$ cat src/rtl/uart_pkt_rx.sv
// uart_pkt_rx: 8N1 UART byte receiver feeding a framed-packet decoder.
// Frame layout: HDR_BYTE, PAYLOAD_LEN data bytes, optional XOR checksum, 0x0D, 0x0A.
// Good frames update payload with a frame_valid pulse.
// Bad or stalled frames raise frame_err with a cause in err_code.
module uart_pkt_rx #(
    parameter int          CLK_FREQ    = 50_000_000,
    parameter int          UART_BPS    = 115200,
    parameter int          PAYLOAD_LEN = 5,
    parameter logic [7:0]  HDR_BYTE    = 8'h55,
    parameter bit          CHK_EN      = 1'b1,
    parameter int          TO_BITS     = 20
) (
    input  logic                       sys_clk,
    input  logic                       sys_rst_n,   // active-high despite the name
    input  logic                       uart_rxd,
    output logic [7:0]                 byte_data,
    output logic                       byte_valid,
    output logic [PAYLOAD_LEN*8-1:0]   payload,
    output logic                       frame_valid,
    output logic                       frame_err,
    output logic [1:0]                 err_code
);

    localparam int BPS_CNT  = CLK_FREQ / UART_BPS;
    localparam int HALF_CNT = BPS_CNT / 2;
    localparam int TO_LIMIT = BPS_CNT * TO_BITS;
    localparam int CNT_W    = (BPS_CNT > 1) ? $clog2(BPS_CNT) : 1;
    localparam int TO_W     = $clog2(TO_LIMIT + 1);
    localparam int IDX_W    = (PAYLOAD_LEN > 1) ? $clog2(PAYLOAD_LEN) : 1;
    localparam logic [IDX_W-1:0] IDX_LAST = IDX_W'(PAYLOAD_LEN - 1);

    localparam logic [1:0] ERR_FRAMING = 2'd0;
    localparam logic [1:0] ERR_CHKSUM  = 2'd1;
    localparam logic [1:0] ERR_TAIL    = 2'd2;
    localparam logic [1:0] ERR_TIMEOUT = 2'd3;

    typedef enum logic [2:0] {
        ST_IDLE,
        ST_PAYLOAD,
        ST_CHK,
        ST_TAIL0,
        ST_TAIL1
    } state_t;

    // ------------------------------------------------------------------
    // Byte receiver
    // ------------------------------------------------------------------
    logic             rxd_s1_q, rxd_s2_q, rxd_s3_q;
    logic             rx_busy_q, rx_busy_d;
    logic [CNT_W-1:0] clk_cnt_q, clk_cnt_d;
    logic [3:0]       bit_cnt_q, bit_cnt_d;    // 0 = start, 1..8 = data, 9 = stop
    logic [7:0]       shift_q, shift_d;
    logic [7:0]       byte_data_q, byte_data_d;
    logic             byte_valid_q, byte_valid_d;
    logic             ferr_evt_q, ferr_evt_d;  // stop bit sampled low

    // Bit timing and mid-bit sampling; the stop-bit sample ends the byte so the
    // second half of the stop bit can already see the next start edge.
    always_comb begin
        rx_busy_d    = rx_busy_q;
        clk_cnt_d    = clk_cnt_q;
        bit_cnt_d    = bit_cnt_q;
        shift_d      = shift_q;
        byte_data_d  = byte_data_q;
        byte_valid_d = 1'b0;
        ferr_evt_d   = 1'b0;
        if (!rx_busy_q) begin
            if (rxd_s3_q && !rxd_s2_q) begin
                rx_busy_d = 1'b1;
                clk_cnt_d = '0;
                bit_cnt_d = '0;
            end
        end else begin
            if (clk_cnt_q == CNT_W'(BPS_CNT - 1)) begin
                clk_cnt_d = '0;
                bit_cnt_d = bit_cnt_q + 4'd1;
            end else begin
                clk_cnt_d = clk_cnt_q + 1'b1;
            end
            if (clk_cnt_q == CNT_W'(HALF_CNT)) begin
                if (bit_cnt_q == 4'd0) begin
                    // Line back high at mid start bit: glitch, not a start.
                    if (rxd_s2_q) begin
                        rx_busy_d = 1'b0;
                    end
                end else if (bit_cnt_q <= 4'd8) begin
                    shift_d = {rxd_s2_q, shift_q[7:1]};
                end else begin
                    rx_busy_d = 1'b0;
                    if (rxd_s2_q) begin
                        byte_data_d  = shift_q;
                        byte_valid_d = 1'b1;
                    end else begin
                        ferr_evt_d = 1'b1;
                    end
                end
            end
        end
    end

    // Receiver state and input synchroniser (synchroniser resets to idle-high).
    always_ff @(posedge sys_clk or posedge sys_rst_n) begin
        if (sys_rst_n) begin
            rxd_s1_q     <= 1'b1;
            rxd_s2_q     <= 1'b1;
            rxd_s3_q     <= 1'b1;
            rx_busy_q    <= 1'b0;
            clk_cnt_q    <= '0;
            bit_cnt_q    <= '0;
            shift_q      <= '0;
            byte_data_q  <= '0;
            byte_valid_q <= 1'b0;
            ferr_evt_q   <= 1'b0;
        end else begin
            rxd_s1_q     <= uart_rxd;
            rxd_s2_q     <= rxd_s1_q;
            rxd_s3_q     <= rxd_s2_q;
            rx_busy_q    <= rx_busy_d;
            clk_cnt_q    <= clk_cnt_d;
            bit_cnt_q    <= bit_cnt_d;
            shift_q      <= shift_d;
            byte_data_q  <= byte_data_d;
            byte_valid_q <= byte_valid_d;
            ferr_evt_q   <= ferr_evt_d;
        end
    end

    // ------------------------------------------------------------------
    // Frame decoder
    // ------------------------------------------------------------------
    state_t                   state_q, state_d;
    logic [IDX_W-1:0]         idx_q, idx_d;
    logic [7:0]               acc_q, acc_d;
    logic [7:0]               shadow_q [PAYLOAD_LEN];
    logic [7:0]               shadow_d [PAYLOAD_LEN];
    logic [PAYLOAD_LEN*8-1:0] shadow_flat;
    logic [PAYLOAD_LEN*8-1:0] payload_q, payload_d;
    logic                     frame_valid_q, frame_valid_d;
    logic                     frame_err_q, frame_err_d;
    logic [1:0]               err_code_q, err_code_d;
    logic [TO_W-1:0]          to_cnt_q, to_cnt_d;

    // Byte 0 of the shadow buffer lands in the low bits of the payload word.
    for (genvar gi = 0; gi < PAYLOAD_LEN; gi++) begin : g_flat
        assign shadow_flat[gi*8 +: 8] = shadow_q[gi];
    end

    // Frame state machine; good bytes take priority, then stop-bit errors,
    // then the inter-byte timeout, so a byte arriving on the limit still counts.
    always_comb begin
        state_d       = state_q;
        idx_d         = idx_q;
        acc_d         = acc_q;
        shadow_d      = shadow_q;
        payload_d     = payload_q;
        frame_valid_d = 1'b0;
        frame_err_d   = 1'b0;
        err_code_d    = err_code_q;
        to_cnt_d      = to_cnt_q;
        if (byte_valid_q) begin
            to_cnt_d = '0;
            case (state_q)
                ST_IDLE: begin
                    if (byte_data_q == HDR_BYTE) begin
                        state_d = ST_PAYLOAD;
                        idx_d   = '0;
                        acc_d   = '0;
                    end
                end
                ST_PAYLOAD: begin
                    for (int i = 0; i < PAYLOAD_LEN; i++) begin
                        if (idx_q == IDX_W'(i)) begin
                            shadow_d[i] = byte_data_q;
                        end
                    end
                    acc_d = acc_q ^ byte_data_q;
                    if (idx_q == IDX_LAST) begin
                        state_d = CHK_EN ? ST_CHK : ST_TAIL0;
                    end else begin
                        idx_d = idx_q + 1'b1;
                    end
                end
                ST_CHK: begin
                    if (byte_data_q != acc_q) begin
                        frame_err_d = 1'b1;
                        err_code_d  = ERR_CHKSUM;
                        state_d     = ST_IDLE;
                    end else begin
                        state_d = ST_TAIL0;
                    end
                end
                ST_TAIL0: begin
                    if (byte_data_q == 8'h0D) begin
                        state_d = ST_TAIL1;
                    end else begin
                        frame_err_d = 1'b1;
                        err_code_d  = ERR_TAIL;
                        state_d     = ST_IDLE;
                    end
                end
                ST_TAIL1: begin
                    if (byte_data_q == 8'h0A) begin
                        payload_d     = shadow_flat;
                        frame_valid_d = 1'b1;
                    end else begin
                        frame_err_d = 1'b1;
                        err_code_d  = ERR_TAIL;
                    end
                    state_d = ST_IDLE;
                end
                default: state_d = ST_IDLE;
            endcase
        end else if (ferr_evt_q) begin
            to_cnt_d = '0;
            if (state_q != ST_IDLE) begin
                frame_err_d = 1'b1;
                err_code_d  = ERR_FRAMING;
                state_d     = ST_IDLE;
            end
        end else if (state_q != ST_IDLE) begin
            if (to_cnt_q == TO_W'(TO_LIMIT - 1)) begin
                to_cnt_d    = '0;
                frame_err_d = 1'b1;
                err_code_d  = ERR_TIMEOUT;
                state_d     = ST_IDLE;
            end else begin
                to_cnt_d = to_cnt_q + 1'b1;
            end
        end else begin
            to_cnt_d = '0;
        end
    end

    // Frame decoder registers, including the registered output pulses.
    always_ff @(posedge sys_clk or posedge sys_rst_n) begin
        if (sys_rst_n) begin
            state_q       <= ST_IDLE;
            idx_q         <= '0;
            acc_q         <= '0;
            for (int i = 0; i < PAYLOAD_LEN; i++) begin
                shadow_q[i] <= '0;
            end
            payload_q     <= '0;
            frame_valid_q <= 1'b0;
            frame_err_q   <= 1'b0;
            err_code_q    <= '0;
            to_cnt_q      <= '0;
        end else begin
            state_q       <= state_d;
            idx_q         <= idx_d;
            acc_q         <= acc_d;
            shadow_q      <= shadow_d;
            payload_q     <= payload_d;
            frame_valid_q <= frame_valid_d;
            frame_err_q   <= frame_err_d;
            err_code_q    <= err_code_d;
            to_cnt_q      <= to_cnt_d;
        end
    end

    assign byte_data   = byte_data_q;
    assign byte_valid  = byte_valid_q;
    assign payload     = payload_q;
    assign frame_valid = frame_valid_q;
    assign frame_err   = frame_err_q;
    assign err_code    = err_code_q;

endmodule
$ cat config.mk
export PLATFORM = sky130hd
export DESIGN_NAME = uart_pkt_rx
export DESIGN_NICKNAME = d
export VERILOG_FILES = /design/src/rtl/uart_pkt_rx.sv
export SDC_FILE = /design/constraint.sdc
export NUM_CORES = 1
export LEC_CHECK = 0
export ABC_AREA = 0
export CELL_PAD_IN_SITES_DETAIL_PLACEMENT = 0
export CELL_PAD_IN_SITES_GLOBAL_PLACEMENT = 1
export CORE_UTILIZATION = 47
export DETAILED_ROUTE_END_ITERATION = 6
export PLACE_DENSITY = 0.81
export SLEW_MARGIN = 20
export SYNTH_ARGS = -nofsm -noshare
export SYNTH_HDL_FRONTEND = slang
export SYNTH_SLANG_ARGS = --single-unit
$ cat constraint.sdc
create_clock -name sys_clk -period 6.2 [get_ports sys_clk]
set_input_delay 1.86 -clock sys_clk [delete_from_list [all_inputs] [get_ports sys_clk]]
set_output_delay 1.86 -clock sys_clk [all_outputs]
set_load 0.02 [all_outputs]
==> flow_metrics.env <==
export IMPL_die_w_um=117.3
export IMPL_synth_top_family_by_area="multiplexers"
export IMPL_hold_class="reg -> reg"
export IMPL_rows=41
export IMPL_arrival_ns=1.76
export IMPL_power_switching_uw=444.8
export IMPL_cts_resized=0
export IMPL_seq_area_frac_synth=0.5890
export IMPL_ant_nets=0
export IMPL_drive_gt1_frac=0.2456
export IMPL_syn_to_final_growth_pct=22.93
export IMPL_fin_area_sq_um=7686
export IMPL_ir_drop_mv=0.1937
export IMPL_period_minus_slack_ns=3.624
export IMPL_grt_pass1_wl_um=21220
export IMPL_drt_iter0_markers=252
export IMPL_yosys_register_bits=147
export IMPL_rsz0062_at_grt="no"
export IMPL_synth_flop_cell="dfrtp_1"
export IMPL_async_flop_share=1.000
export IMPL_syn_nets=519
export IMPL_crit_family="buffers and inverters"
export IMPL_post_place_ws_ns=2.626
export IMPL_drc=0
export IMPL_fp_dieH_um=117.3
export IMPL_p_per_area_nw_per_um2=293.1
export IMPL_grt_ovfl_total=0
export IMPL_grt_max_degree=119
export IMPL_slew_headroom=0.4604
export IMPL_ys_top_cells_by_area="dfrtp_1, mux2_2, o21ai_0"
export IMPL_clk_pin_slew_worst_paths_ns=0.06
export IMPL_yosys_warnings=0
export IMPL_p_total_mw=2.253
export IMPL_worstRegToRegCells=5
export IMPL_cts_sinks=147
export IMPL_firstDrtPassIters=4
export IMPL_synth_cells=506
export IMPL_power_frac_comb=0.027
export IMPL_synth_top_cell_by_area="dfrtp_1"
export IMPL_yosys_area_top_type_share=0.5763
export IMPL_critical_path_max_fanout=12
export IMPL_layout_commonest_cell="dfrtp_1"
export IMPL_power_internal_mw=1.808
export IMPL_routed_via_density=5.330
export IMPL_wl_met1_um=5574
export IMPL_reg2reg_slack_ns=3.73
export IMPL_clock_path_buffers=2
export IMPL_end_kind="primary output"
export IMPL_postPlaceCellArea_sq_um=6992
export IMPL_syn_cell_area_sq_um=6252
export IMPL_seqPwrFrac=0.447
export IMPL_htreeDepth=4
export IMPL_drt_total_wl_um=12490
export IMPL_diodes=0
export IMPL_worst_path_buf_inv=1
export IMPL_synthXorXnorAreaFrac=0.02942
export IMPL_worstMarginPinSlew_ns=0.8094
export IMPL_critical_path_class="reg -> out"
export IMPL_r2r_end="payload[23]"
export IMPL_syn_avg_cell_area_sq_um=12.36
export IMPL_final_cell_mix="dfrtp_1, mux2_2, clkdlybuf4s50_1"
export IMPL_synth_enable_flop_cells=0
export IMPL_hold_viol=0
export IMPL_finalCritPeriodShare=0.5845
export IMPL_p_leak_nw=3.632
export IMPL_drt_wirelength_per_cell_um=16.75
export IMPL_die_area_sq_um=13770
export IMPL_port_buffers=55
export IMPL_holdBufCountCts=0
export IMPL_rr_startpoint="byte_data[2]"
export IMPL_wl_met2_um=6302
export IMPL_top_level_ports=56
export IMPL_setup_violations=0
export IMPL_post_cts_buffers=0
export IMPL_hpwl_um=8164
export IMPL_outcome="finished, final reports clean"
export IMPL_cts_tree="yes"
export IMPL_path_cells="clkdlybuf4s50_1"
export IMPL_root_buffer="clkbuf_16"
export IMPL_setup_ws_ns=2.576
export IMPL_final_nets=575
export IMPL_synth_compound_area_share=0.05864
export IMPL_synthMuxAreaShare=0.1765
export IMPL_cts_buffers=17
export IMPL_clock_latency_ns=0.42
export IMPL_coreArea_sq_um=12770
export IMPL_synthAdderAreaFrac=0.02001
export IMPL_antenna_found_initial=0
export IMPL_finClkSkew_ns=0.006089
export IMPL_worstPathRequired_ns=4.34
export IMPL_vias=3976
export IMPL_critical_path_slowest_cell="clkdlybuf4s50_1"
export IMPL_tns_ns=0
export IMPL_startpoint="byte_data[7]"
export IMPL_place_congestion=0.8065
export IMPL_cpPeakStageDelay_ns=0.70
export IMPL_critPathLaunchType="flop"
export IMPL_maxSlewViolCount=0
export IMPL_p_clk_frac=0.526
export IMPL_endpoint="byte_data[7]"
export IMPL_wl_met3_um=388
export IMPL_p_sw_frac=0.1974
export IMPL_crit_cells=1
export IMPL_finish_utilization=0.6017
export IMPL_synth_simple_area_share=0.1015
export IMPL_max_freq_ghz=0.2759
export IMPL_grt_usage=0.1975
export IMPL_grt_pass1_vias=4189
export IMPL_cap_violations=0
export IMPL_initial_core_util=0.4895
export IMPL_top_layer="met4"
export IMPL_synth_cell_type_count=45
## cells in the mapped netlist, drive strengths merged (4+ instances only)
cell and instances:
dfrtp 144, mux2 98, a21oi 7, xnor2 6, or3 5, ha 10, and3 4, nand2 33
nor2b 4, nor2 39, nand3 12, inv 18, nand2b 7, o21ai 40, nand4 5, clkbuf 17
buf 5, xor2 15
## kinds of logic (layout without fill, tap and decap cells)
group	after synthesis	count (layout)
xor+xnor	21	21
fa+ha+maj	10	10
mux	98	98
simple gates	127	127
flops	147	147
buf+inv	40	108
compound gates	63	63
## how the worst min path moves through the flow
stage / slack (ns) / from / endpoint / cells after the start
finish: 0.36 / rxd_s1_q / rxd_s2_q / 0
global route: 0.36 / rxd_s1_q / rxd_s2_q / 0
CTS: 0.36 / rxd_s1_q / rxd_s2_q / 0
detailed placement: 0.35 / rxd_s1_q / rxd_s2_q / 0
global placement: 0.35 / rxd_s1_q / rxd_s2_q / 0
floorplan: 0.35 / rxd_s1_q / rxd_s2_q / 0
## power groups by stage
stage	sequential [mW]	combinational, mW	clock, mW
global placement	1.02	0.0589	0
CTS	1.01	0.0620	1.20
global route	1.01	0.0750	1.25
detailed placement	1.02	0.0618	0
floorplan	1.02	0.0485	0
finish	1.01	0.0603	1.19
## flip-flops by register name, summed over array words and instances, names as in the netlist, 2 cells and up
| signal | count |
|---|---|
| state_q | 3 |
| bit_cnt_q | 4 |
| idx_q | 3 |
| to_cnt_q | 14 |
| clk_cnt_q | 9 |
| shift_q | 8 |
| err_code | 2 |
| acc_q | 8 |
| payload | 40 |
| byte_data | 8 |
| shadow_flat | 40 |
## per-layer routing
layer,GRT usage,vias to the layer above
li1,-,1872
met1,0.2529,2033
met2,0.3243,52
met3,0.04815,19
met4,0.07386,0
met5,0,-
## through the flow
| stage | hold slack (ns) | std cells |
|---|---|---|
| 6_report | 0.3570 | 746 |
| 5_1_grt | 0.3602 | 746 |
| 4_1_cts | 0.3579 | 746 |
| 3_5_place_dp | 0.3493 | 715 |
| 3_3_place_gp | 0.3481 | 714 |
| 2_1_floorplan | 0.3452 | 506 |
## final cells by class
cell class	instances	area (sq um)
clock buffer	22	494.2
multi-input combinational	319	2421
inverter	18	75.07
clock inverter	9	197.7
timing repair buffer	59	600.6
sequential	147	3682
tap	172	215.2
fill	1006	5087
Note: power is estimated with default switching activity, not from simulation.
